### src/rtl/aie_compute_tile.sv
// rtl/aie_compute_tile.sv - byte-serial 8-bit accumulator PE for the mini AIE 2x2 CGRA ring
// Optional build macro AIE_TILE_SAT_EN: saturating ADD/SUB/MUL instead of modulo-256 wrap.
module aie_compute_tile (
  input  logic       clk,
  input  logic       rst_n,
  input  logic [7:0] switch_data_in,
  output logic [7:0] switch_data_out,
  input  logic [7:0] prev_pe_data_in,
  output logic [7:0] next_pe_data_out,
  input  logic [7:0] next_pe_data_in,
  output logic [7:0] prev_pe_data_out
);

  typedef enum logic {IDLE, OPERAND} state_t;

  localparam logic [3:0] OP_LOADI = 4'h1, OP_ADD = 4'h2, OP_SUB = 4'h3, OP_MUL = 4'h4,
                         OP_AND   = 4'h6, OP_OR  = 4'h7, OP_XOR = 4'h8, OP_SHL = 4'h9,
                         OP_SHR   = 4'hA, OP_OUT = 4'hB;

  state_t     state, state_nx;
  logic [3:0] op_q, op_nx;
  logic [7:0] acc, acc_nx;
  logic [7:0] sw_q, sw_nx, np_q, np_nx, pp_q, pp_nx;
  logic [7:0] src;

  wire [3:0] op  = switch_data_in[7:4];
  wire [3:0] arg = switch_data_in[3:0];

  function automatic logic is_src_op(input logic [3:0] o);
    return (o == OP_ADD) || (o == OP_SUB) || (o == OP_MUL) ||
           (o == OP_AND) || (o == OP_OR)  || (o == OP_XOR);
  endfunction

  function automatic logic [7:0] alu(input logic [3:0] o, input logic [7:0] a, input logic [7:0] b);
`ifdef AIE_TILE_SAT_EN
    logic [8:0]  s;
    logic [15:0] p;
`endif
    alu = a;
    case (o)
`ifdef AIE_TILE_SAT_EN
      OP_ADD: begin s = {1'b0, a} + {1'b0, b}; alu = s[8] ? 8'hFF : s[7:0]; end
      OP_SUB: begin s = {1'b0, a} - {1'b0, b}; alu = s[8] ? 8'h00 : s[7:0]; end
      OP_MUL: begin p = {8'h00, a} * {8'h00, b}; alu = (|p[15:8]) ? 8'hFF : p[7:0]; end
`else
      OP_ADD: alu = a + b;
      OP_SUB: alu = a - b;
      OP_MUL: alu = a * b;
`endif
      OP_AND: alu = a & b;
      OP_OR:  alu = a | b;
      OP_XOR: alu = a ^ b;
      default: alu = a;
    endcase
  endfunction

  always_ff @(posedge clk or negedge rst_n) begin
    if (!rst_n) begin
      state <= IDLE;
      op_q  <= 4'h0;
      acc   <= 8'h00;
      sw_q  <= 8'h00;
      np_q  <= 8'h00;
      pp_q  <= 8'h00;
    end else begin
      state <= state_nx;
      op_q  <= op_nx;
      acc   <= acc_nx;
      sw_q  <= sw_nx;
      np_q  <= np_nx;
      pp_q  <= pp_nx;
    end
  end

  always_comb begin
    src = acc;
    case (arg[1:0])
      2'd1:    src = prev_pe_data_in;
      2'd2:    src = next_pe_data_in;
      default: src = acc;
    endcase
  end

  always_comb begin
    state_nx = state;
    op_nx    = op_q;
    acc_nx   = acc;
    sw_nx    = sw_q;
    np_nx    = np_q;
    pp_nx    = pp_q;
    if (state == OPERAND) begin
      acc_nx   = (op_q == OP_LOADI) ? switch_data_in : alu(op_q, acc, switch_data_in);
      state_nx = IDLE;
    end else if (op == OP_LOADI || (is_src_op(op) && arg[1:0] == 2'd0)) begin
      // operand arrives on the next switch byte
      op_nx    = op;
      state_nx = OPERAND;
    end else if (is_src_op(op)) begin
      acc_nx = alu(op, acc, src);
    end else if (op == OP_SHL) begin
      acc_nx = acc << arg[2:0];
    end else if (op == OP_SHR) begin
      acc_nx = acc >> arg[2:0];
    end else if (op == OP_OUT) begin
      if (arg[0]) sw_nx = acc;
      if (arg[1]) np_nx = acc;
      if (arg[2]) pp_nx = acc;
    end
  end

  assign switch_data_out  = sw_q;
  assign next_pe_data_out = np_q;
  assign prev_pe_data_out = pp_q;

endmodule

### config.mk
export PLATFORM = sky130hd
export DESIGN_NAME = aie_compute_tile
export DESIGN_NICKNAME = d
export VERILOG_FILES = /design/src/rtl/aie_compute_tile.sv
export SDC_FILE = /design/constraint.sdc
export NUM_CORES = 1
export LEC_CHECK = 0
export BUFFER_PORTS_ARGS = -buffer_cell sky130_fd_sc_hd__buf_2
export CELL_PAD_IN_SITES_DETAIL_PLACEMENT = 0
export CELL_PAD_IN_SITES_GLOBAL_PLACEMENT = 2
export CORE_UTILIZATION = 38
export CTS_BUF_LIST = sky130_fd_sc_hd__clkbuf_4
export DETAILED_ROUTE_END_ITERATION = 16
export GPL_TIMING_DRIVEN = 0
export HOLD_SLACK_MARGIN = 0.08
export PLACE_DENSITY_LB_ADDON = 0.1
export SLEW_MARGIN = 10
export SYNTH_ARGS = -nofsm -noshare
export SYNTH_HDL_FRONTEND = slang
export SYNTH_SLANG_ARGS = --single-unit
### constraint.sdc
create_clock -name clk -period 6.4 [get_ports clk]
set_input_delay 1.28 -clock clk [delete_from_list [all_inputs] [get_ports clk]]
set_output_delay 1.28 -clock clk [all_outputs]
set_load 0.01 [all_outputs]
==> summary.txt, run 1 <==
Clock tree
  – Total CTS buffers: 5
  – Root Driver: clkbuf_4
  – Clock latency at the later pin of the worst-skew pair: 0.41 ns
  – CTS Sinks: 37
  – Hold buffer count at CTS: 0
  – CTS tree: done
  – CTS H-tree lvls: 2
  – Worst-path clk slew: between 0.1 and 0.15 ns
  – Clock Path Buffers: 2

Floorplan
  – Core area: 15310 um^2
  – Initial core utilization: a little under 40%
  – Die footprint: 16280 um^2
  – Die Width: 127.6 um
  – Num ports: 50
  – Cell Rows: 45
  – Die H: 127.6 um

Worst setup path
  – Reg2Reg Depth: 18
  – Arrival @ worst endpoint: 6.55 ns
  – Req. time, crit path: 6.74 ns
  – Worst Setup SP: switch_data_in[0]
  – Startpoint types: input port
  – Crit end category: flip-flop
  – Worst r2r src: acc[1]$_DFFE_PN0P_
  – Crit path largest cell delay: 0.55 ns
  – CP Cell Sequence: buf_2 -> buf_4 -> clkinvlp_4 -> buf_4 -> ha_1 -> buf_2 -> a22oi_1 -> a21oi_4 -> inv_1 -> nor2_1 -> fa_1 -> ha_1 -> inv_1 -> fa_1 -> inv_1 -> fa_1 -> a21o_1 -> a21oi_2 -> xnor2_1 -> xnor2_1 -> xnor2_1 -> xnor2_1 -> o221ai_1 -> o22ai_2
  – CP max FO: 9
  – Setup Crit Path Kind: in2reg
  – Crit-path most repeated cell: xnor2_1
  – Worst path slowest cell: fa_1

Flow run
  – Max-cap violation count: 0

GRT
  – Initial antenna violation count: 0
  – Grt ovf: 0
  – First-pass GRT wire length: 33500 um
  – Vias in the first global route: 5684
  – GRT Resource Usage Total: between 20 and 30%
  – Largest net degree at the start of global routing: 38

Synthesis
  – Largest family of logic cells by synthesized area: adder cells
  – Ys async rst share: 100.0%
  – Register area share after synthesis: 15.45%
  – Synth Cell Area: 5993 um^2
  – Adder-cell share of the synthesized area: approximately a quarter
  – Post-Synth XOR/XNOR Area: 8.852%
  – Synth area leaders: ha_1, dfrtp_1, fa_1, xnor2_1, mux2_2
  – Number of synthesized flops with an enable pin: 0
  – Netlist cell types: slightly below 70
  – Post-Synth Simple-Gate Area: between 10% and 20%
  – Post-synthesis compound-gate area fraction: 19.98%
  – Fraction of synthesized area in multiplexers: 6.451%
  – Post-synth top area cell: ha_1
  – Area share of the largest cell type after synthesis: 17.33%
  – Synth Instances: roughly 730
  – Synth warn: 0
  – Synth Register Bits: 37
  – Post-Syn Nets: 868
  – Synth Flop Type: dfrtp_1
  – Post-Syn Area per Cell: 8.176 um^2

Layout
  – Final #Nets: 931
  – Register Area: 925.9 um^2
  – Final core utilization: 43.78%
  – FILL cells: roughly 1600
  – Syn-to-layout area delta: 11.88%
  – Share of layout cells above drive strength 1: 18.57%
  – Commonest non-fill, non-tap cell in the layout: nor2_1
  – Area of the multi-input gates: between 4000 and 5000 um^2
  – Most frequent cells in the layout: nor2_1, ha_1, inv_1

Drt
  – DRT Pass-1 Iters: 5
  – Routed WL: 21390 um
  – DR vias/cell: 5.682
  – Iteration-0 DRC Markers: 426
  – DR WL/cell: roughly 21 um
  – Post-route ant nets: 0
  – DRC violations left: 0
  – Routed via count: 5733

Timing
  – Worst hold slack: 0.5135 ns
  – Slew HR: 39.17%
  – Max Transition Viols Final: 0
  – Period utilization: 97.04%
  – Worst Skew: 0.02384 ns
  – Final Hold Fails: 0
  – Final setup violation count: 0
  – Final min period: 6.211 ns
  – Slew @ Worst Pin: 0.9124 ns
  – F_max: approximately 0.16 GHz

Place
  – PortBufs: 49
  – Post-detail-place hpwl: 16450 um
  – GP Congestion: 0.8786

Pwr
  – Pwr per Cell Area: 613.3 nW/um^2
  – P_leak: 3.091 nW
  – Peak supply drop: 446.8 uV

Min path
  – Hold Path Class: reg2reg
  – Hold-critical path depth: 1
  – Hold path startpoint: prev_pe_data_out[0]$_DFFE_PN0P_

Outcome
  – Status: completed
-- cell usage after synthesis (2+ instances only) --
library cell and n:
nor2b_1 6, inv_2 6, a211oi_1 12, o21ai_1 10, dfrtp_1 37, o211ai_1 6
o21ai_0 28, clkbuf_1 19, buf_1 3, and2_1 4, nor4_4 3, a31oi_1 12
xnor3_1 3, nor3_1 8, or3_1 3, o22ai_1 8, xor2_1 9, nor2_1 84
ha_1 83, fa_1 26, inv_1 71, a21o_1 7, buf_4 2, a41oi_1 2
o21bai_1 2, a21oi_1 47, a21oi_2 5, nand2b_1 6, mux2i_1 6, nor3_2 3
a22oi_1 17, o2111ai_1 3, a221oi_1 5, o21a_1 2, nand2_1 64, buf_2 14
xnor2_1 42, o221ai_1 2, o211a_1 2, nand3_1 5, mux2_2 28
-- critical path, delay by kind of cell --
kind / cells / cell delay (ns)
adder cells (fa/ha/maj): 5 / 1.95
AO/OA/AOI/OAI: 6 / 1.29
buffers and inverters: 8 / 1.25
XOR/XNOR: 4 / 0.67
AND/OR/NAND/NOR: 1 / 0.09
-- cells by family after synthesis --
group                      Yosys count
adders and majority gates          109
and+or+nand+nor                    196
DFF                                 37
buffers and inverters              117
muxes                               35
AOI/OAI and AO/OA                  184
xor gates and xnor gates            55
-- metal layers --
layer  GRT usage [%]  routed length, um  vias to the layer above
met3           3.978               1298                       34
met1           41.14              10500                     2826
met5               0                  0                        -
met4           6.713                486                        0
met2           41.76               9099                      214
li1                -                  -                     2659
-- metrics by stage --
| step | setup WS (ns) | setup TNS (ns) | cells | power (mW) | cell area, um^2 |
|---|---|---|---|---|---|
| 2_1_floorplan | 0.3722 | 0 | 733 | 2.848 | 5993 |
| 3_3_place_gp | -0.7389 | -1.730 | 993 | 3.815 | 6502 |
| 3_5_place_dp | -0.8155 | -1.919 | 993 | 3.895 | 6502 |
| 4_1_cts | 0.005587 | 0 | 1006 | 4.094 | 6638 |
| 5_1_grt | -0.03232 | -0.03232 | 1008 | 4.527 | 6703 |
| 6_report | 0.1891 | 0 | 1009 | 4.112 | 6705 |
-- final timing paths --
kind,end,slack (ns)
worst max-delay path,acc[7]$_DFFE_PN0P_,0.19
worst min-delay path,prev_pe_data_out[0]$_DFFE_PN0P_,0.51
worst max register to register,acc[7]$_DFFE_PN0P_,0.61
worst min register to register,prev_pe_data_out[0]$_DFFE_PN0P_,0.51
max in group asynchronous,prev_pe_data_out[5]$_DFFE_PN0P_,4.83
min in group asynchronous,op_q[2]$_DFFE_PN0P_,0.96
-- final cells by class --
class | instances | area share, %
Multi-Input combinational cell | 579 | 69.64
Sequential cell | 37 | 13.81
Timing Repair Buffer | 56 | 4.441
Inverter | 78 | 4.441
Tap cell | 211 | 3.937
Buffer | 39 | 2.818
Clock buffer | 5 | 0.5598
Clock inverter | 3 | 0.3172
Antenna cell | 1 | 0.03732
-- timing repair --
| item | CTS | global route |
|---|---|---|
| pin swaps | 0 | 6 |
| gates resized for setup | 8 | 14 |
| buffers inserted | 5 | 2 |
| endpoints found under the setup margin | 1 | 2 |
-- state kept, by name, indices dropped and copies added, names as in the netlist --
register,flops
next_pe_data_out,8
prev_pe_data_out,8
switch_data_out,8
op_q,4
state,1
acc,8
-- power breakdown --
part	leakage [nW]	switching, mW	total, mW	internal, mW
Combinational	2.61	2.04	3.50	1.46
Clock	0.0316	0.104	0.147	0.0434
Sequential	0.446	0.127	0.465	0.338
Note: power is estimated with default switching activity, not from simulation.
==> inputs of run 2 (changes only) <==
--- a/config.mk
+++ b/config.mk
@@ -5,10 +5,11 @@
 export SDC_FILE = /design/constraint.sdc
 export NUM_CORES = 1
 export LEC_CHECK = 0
+export ABC_AREA = 1
 export BUFFER_PORTS_ARGS = -buffer_cell sky130_fd_sc_hd__buf_2
 export CELL_PAD_IN_SITES_DETAIL_PLACEMENT = 0
 export CELL_PAD_IN_SITES_GLOBAL_PLACEMENT = 2
-export CORE_UTILIZATION = 38
+export CORE_UTILIZATION = 35
 export CTS_BUF_LIST = sky130_fd_sc_hd__clkbuf_4
 export DETAILED_ROUTE_END_ITERATION = 16
 export GPL_TIMING_DRIVEN = 0
==> run 2 against run 1 <==
Effect of this change:
- largest cell class unchanged
- synthesized area up 4.3%
- maximum frequency up 0.54%
- critical endpoint unchanged
- via count increased by 8.7%
- first-iteration DRC count decreased by 27%
- largest power group unchanged
- power is 22% lower
- cell count increased by 22%
- count of clock-buffer cells in the layout did not move
- non-clock buffer count is 19 lower
- critical path type unchanged
- synthesized cell count increased by 30%
- combinational power shrank 26%
==> summary.txt, run 2 <==
Clock tree
  – CTS H-tree lvls: 2 (unchanged)
  – CTS tree: done
  – Total CTS buffers: 5 (unchanged)
  – CTS Sinks: 37 (unchanged)
  – Root Driver: clkbuf_4
  – Worst-path clk slew: 0.12 ns (-0.02 ns)
  – Clock latency at the later pin of the worst-skew pair: 0.36 ns (-0.05 ns)
  – Clock Path Buffers: 2 (unchanged)

Timing
  – Final min period: 6.178 ns (-0.03322 ns)
  – Slew HR: 38.00% (-1.2 points)
  – Worst hold slack: 0.4906 ns (-0.02289 ns)
  – Final Hold Fails: 0 (unchanged)
  – Max Transition Viols Final: 0 (unchanged)
  – Period utilization: 96.53% (-0.52 points)
  – F_max: 0.1619 GHz (+0.54%)
  – Slew @ Worst Pin: 0.9299 ns (+0.01754 ns)
  – Final setup violation count: 0 (unchanged)
  – Worst Skew: 0.01800 ns (-0.005842 ns)

Synthesis
  – Ys async rst share: 100.0% (unchanged)
  – Fraction of synthesized area in multiplexers: 0.1601% (-6.3 points)
  – Synth Instances: 953 (+30%)
  – Number of synthesized flops with an enable pin: 0 (unchanged)
  – Post-synth top area cell: nand2_1
  – Post-synth top cells: nand2_1, inv_1, ha_1, nand3_1, o21ai_0
  – Largest family of logic cells by synthesized area: simple AND/OR/NAND/NOR gates
  – Area share of the largest cell type after synthesis: 17.05% (-0.28 points)
  – Synth warn: 0 (unchanged)
  – Netlist cell types: 54 (-22%)
  – Post-Syn Area per Cell: 6.561 um^2 (-20%)
  – Post-Syn Nets: 1088 (+25%)
  – Synth Cell Area: 6252 um^2 (+4.3%)
  – Post-Synth XOR/XNOR Area: 2.942% (-5.9 points)
  – Synth Register Bits: 37 (unchanged)
  – Synth Flop Type: dfrtp_1
  – Most numerous cell in the Yosys netlist: nand2_1
  – Post-Synth Simple-Gate Area: 30.50% (+15 points)
  – Synth area leaders: nand2_1, ha_1, dfrtp_1, inv_1, fa_1
  – Adder-cell share of the synthesized area: 24.93% (-1.1 points)
  – Register area share after synthesis: 14.81% (-0.64 points)
  – Post-synthesis compound-gate area fraction: 13.99% (-6.0 points)

Drt
  – DRC violations left: 0 (unchanged)
  – Routed via count: 6231 (+8.7%)
  – Iteration-0 DRC Markers: 313 (-27%)
  – Routed WL: 21420 um (+0.13%)
  – DR WL/cell: 17.33 um (-18%)
  – Post-route ant nets: 0 (unchanged)
  – DR vias/cell: 5.041 (-11%)
  – DRT Pass-1 Iters: 5 (unchanged)

Outcome
  – Status: completed

Worst setup path
  – CP max FO: 10 (+1)
  – Req. time, crit path: 6.69 ns (-0.05 ns)
  – Worst Setup SP: switch_data_in[1]
  – Worst path slowest cell: fa_1
  – Crit path largest cell delay: 0.56 ns (about the same)
  – Crit-path most repeated cell: nand2_1
  – Crit end category: flip-flop
  – Worst r2r src: acc[3]$_DFFE_PN0P_
  – Setup Crit Path Kind: in2reg
  – Startpoint types: input port
  – Arrival @ worst endpoint: 6.47 ns (-0.08 ns)

Min path
  – Hold Path Class: reg2reg
  – Hold path startpoint: next_pe_data_out[1]$_DFFE_PN0P_

Layout
  – Final non-filler cell total: 1236 (+22%)
  – Syn-to-layout area delta: 10.27%
  – Commonest non-fill, non-tap cell in the layout: nand2_1
  – # diodes: 0 (-1)
  – Final core utilization: 39.72% (-4.1 points)
  – FILL cells: 1961 (+20%)
  – Share of layout cells above drive strength 1: 13.75% (-4.8 points)
  – Most frequent cells in the layout: nand2_1, inv_1, ha_1
  – Final #Nets: 1145 (+23%)

Floorplan
  – Cell Rows: 48 (+6.7%)
  – Initial core utilization: 36.02% (-3.1 points)
  – Die Width: 135.7 um (+6.3%)
  – Die footprint: 18400 um^2 (+13%)
  – Die H: 135.7 um (+6.3%)
  – Num ports: 50 (unchanged)
  – Core area: 17360 um^2 (+13%)

Pwr
  – Peak supply drop: 201.9 uV (-55%)
  – Pwr per Cell Area: 462.3 nW/um^2 (-25%)
  – Power Total: 3.187 mW (-22%)
  – P_leak: 3.855 nW (+25%)

GRT
  – GRT Resource Usage Total: 24.35% (-3.3 points)
  – Initial antenna violation count: 0 (unchanged)
  – First-pass GRT wire length: 33810 um (+0.93%)
  – Grt ovf: 0 (unchanged)
  – Largest net degree at the start of global routing: 38 (unchanged)
  – Vias in the first global route: 6060 (+6.6%)

Place
  – Inst Count DP: 1227 (+24%)
  – GP Congestion: 0.8888 (+1.2%)
  – Post-detail-place hpwl: 17150 um (+4.2%)
  – PortBufs: 49 (unchanged)

Flow run
  – Max-cap violation count: 0 (unchanged)
-- run 2: through the flow --
stage                     setup TNS, ns  setup WS, ns  area [um^2]
final                                 0        0.2224         6894
after global routing           -0.01379      -0.01379         6894
after CTS                             0       0.02984         6875
after detailed placement         -1.551       -0.8679         6779
after global placement           -1.667       -0.9034         6779
after floorplan                       0        0.3374         6252
-- run 2: cell type report --
type / count / area [um^2] / share of cell area (%)
buffer: 25 / 146.4 / 2.123
clock buffer: 5 / 37.54 / 0.5445
clock inverter: 3 / 41.29 / 0.5989
inverter: 171 / 651.9 / 9.456
multi-input combinational: 719 / 4549 / 65.99
sequential: 37 / 925.9 / 13.43
tap: 225 / 281.5 / 4.083
timing repair buffer: 51 / 260.3 / 3.775
-- run 2: metal layers --
layer | vias up | GRT usage [%] | wire, um
met3 | 22 | 2.319 | 909
met4 | 0 | 5.243 | 337
met2 | 136 | 37.95 | 9198
li1 | 3156 | - | -
met1 | 2917 | 35.90 | 10970
met5 | - | 0 | 0
-- run 2: logic make-up after synthesis --
group	after synthesis
buf+inv	197
compound gates	143
xor+xnor	21
mux	1
simple gates	445
fa+ha+maj	109
flops	37
-- run 2: where the power goes --
part,internal (mW),switching [mW]
logic,0.947,1.64
clock network,0.0808,0.0830
registers,0.321,0.119
total,1.35,1.84
-- run 2: final timing paths --
kind	endpoint	slack [ns]	cells after the start
max	acc[7]$_DFFE_PN0P_	0.22	31
min reg2reg	next_pe_data_out[1]$_DFFE_PN0P_	0.49	2
min in group asynchronous	op_q[0]$_DFFE_PN0P_	1.01	1
min	next_pe_data_out[1]$_DFFE_PN0P_	0.49	2
max in group asynchronous	switch_data_out[3]$_DFFE_PN0P_	4.84	1
max reg2reg	acc[7]$_DFFE_PN0P_	1.08	28
-- run 2: worst max-delay path, delay by kind of cell --
kind | cells | cell delay [ns]
AOI/OAI and AO/OA | 1 | 0.14
adders and majority gates | 6 | 2.64
buffers and inverters | 11 | 1.10
and+or+nand+nor | 13 | 1.28
-- run 2: timing repair --
action                     in CTS  in global routing
buffers inserted                2                  0
hold buffers                    0                  0
pin swaps                       0                  1
resized for setup               3                  8
setup endpoints to repair       2                  1
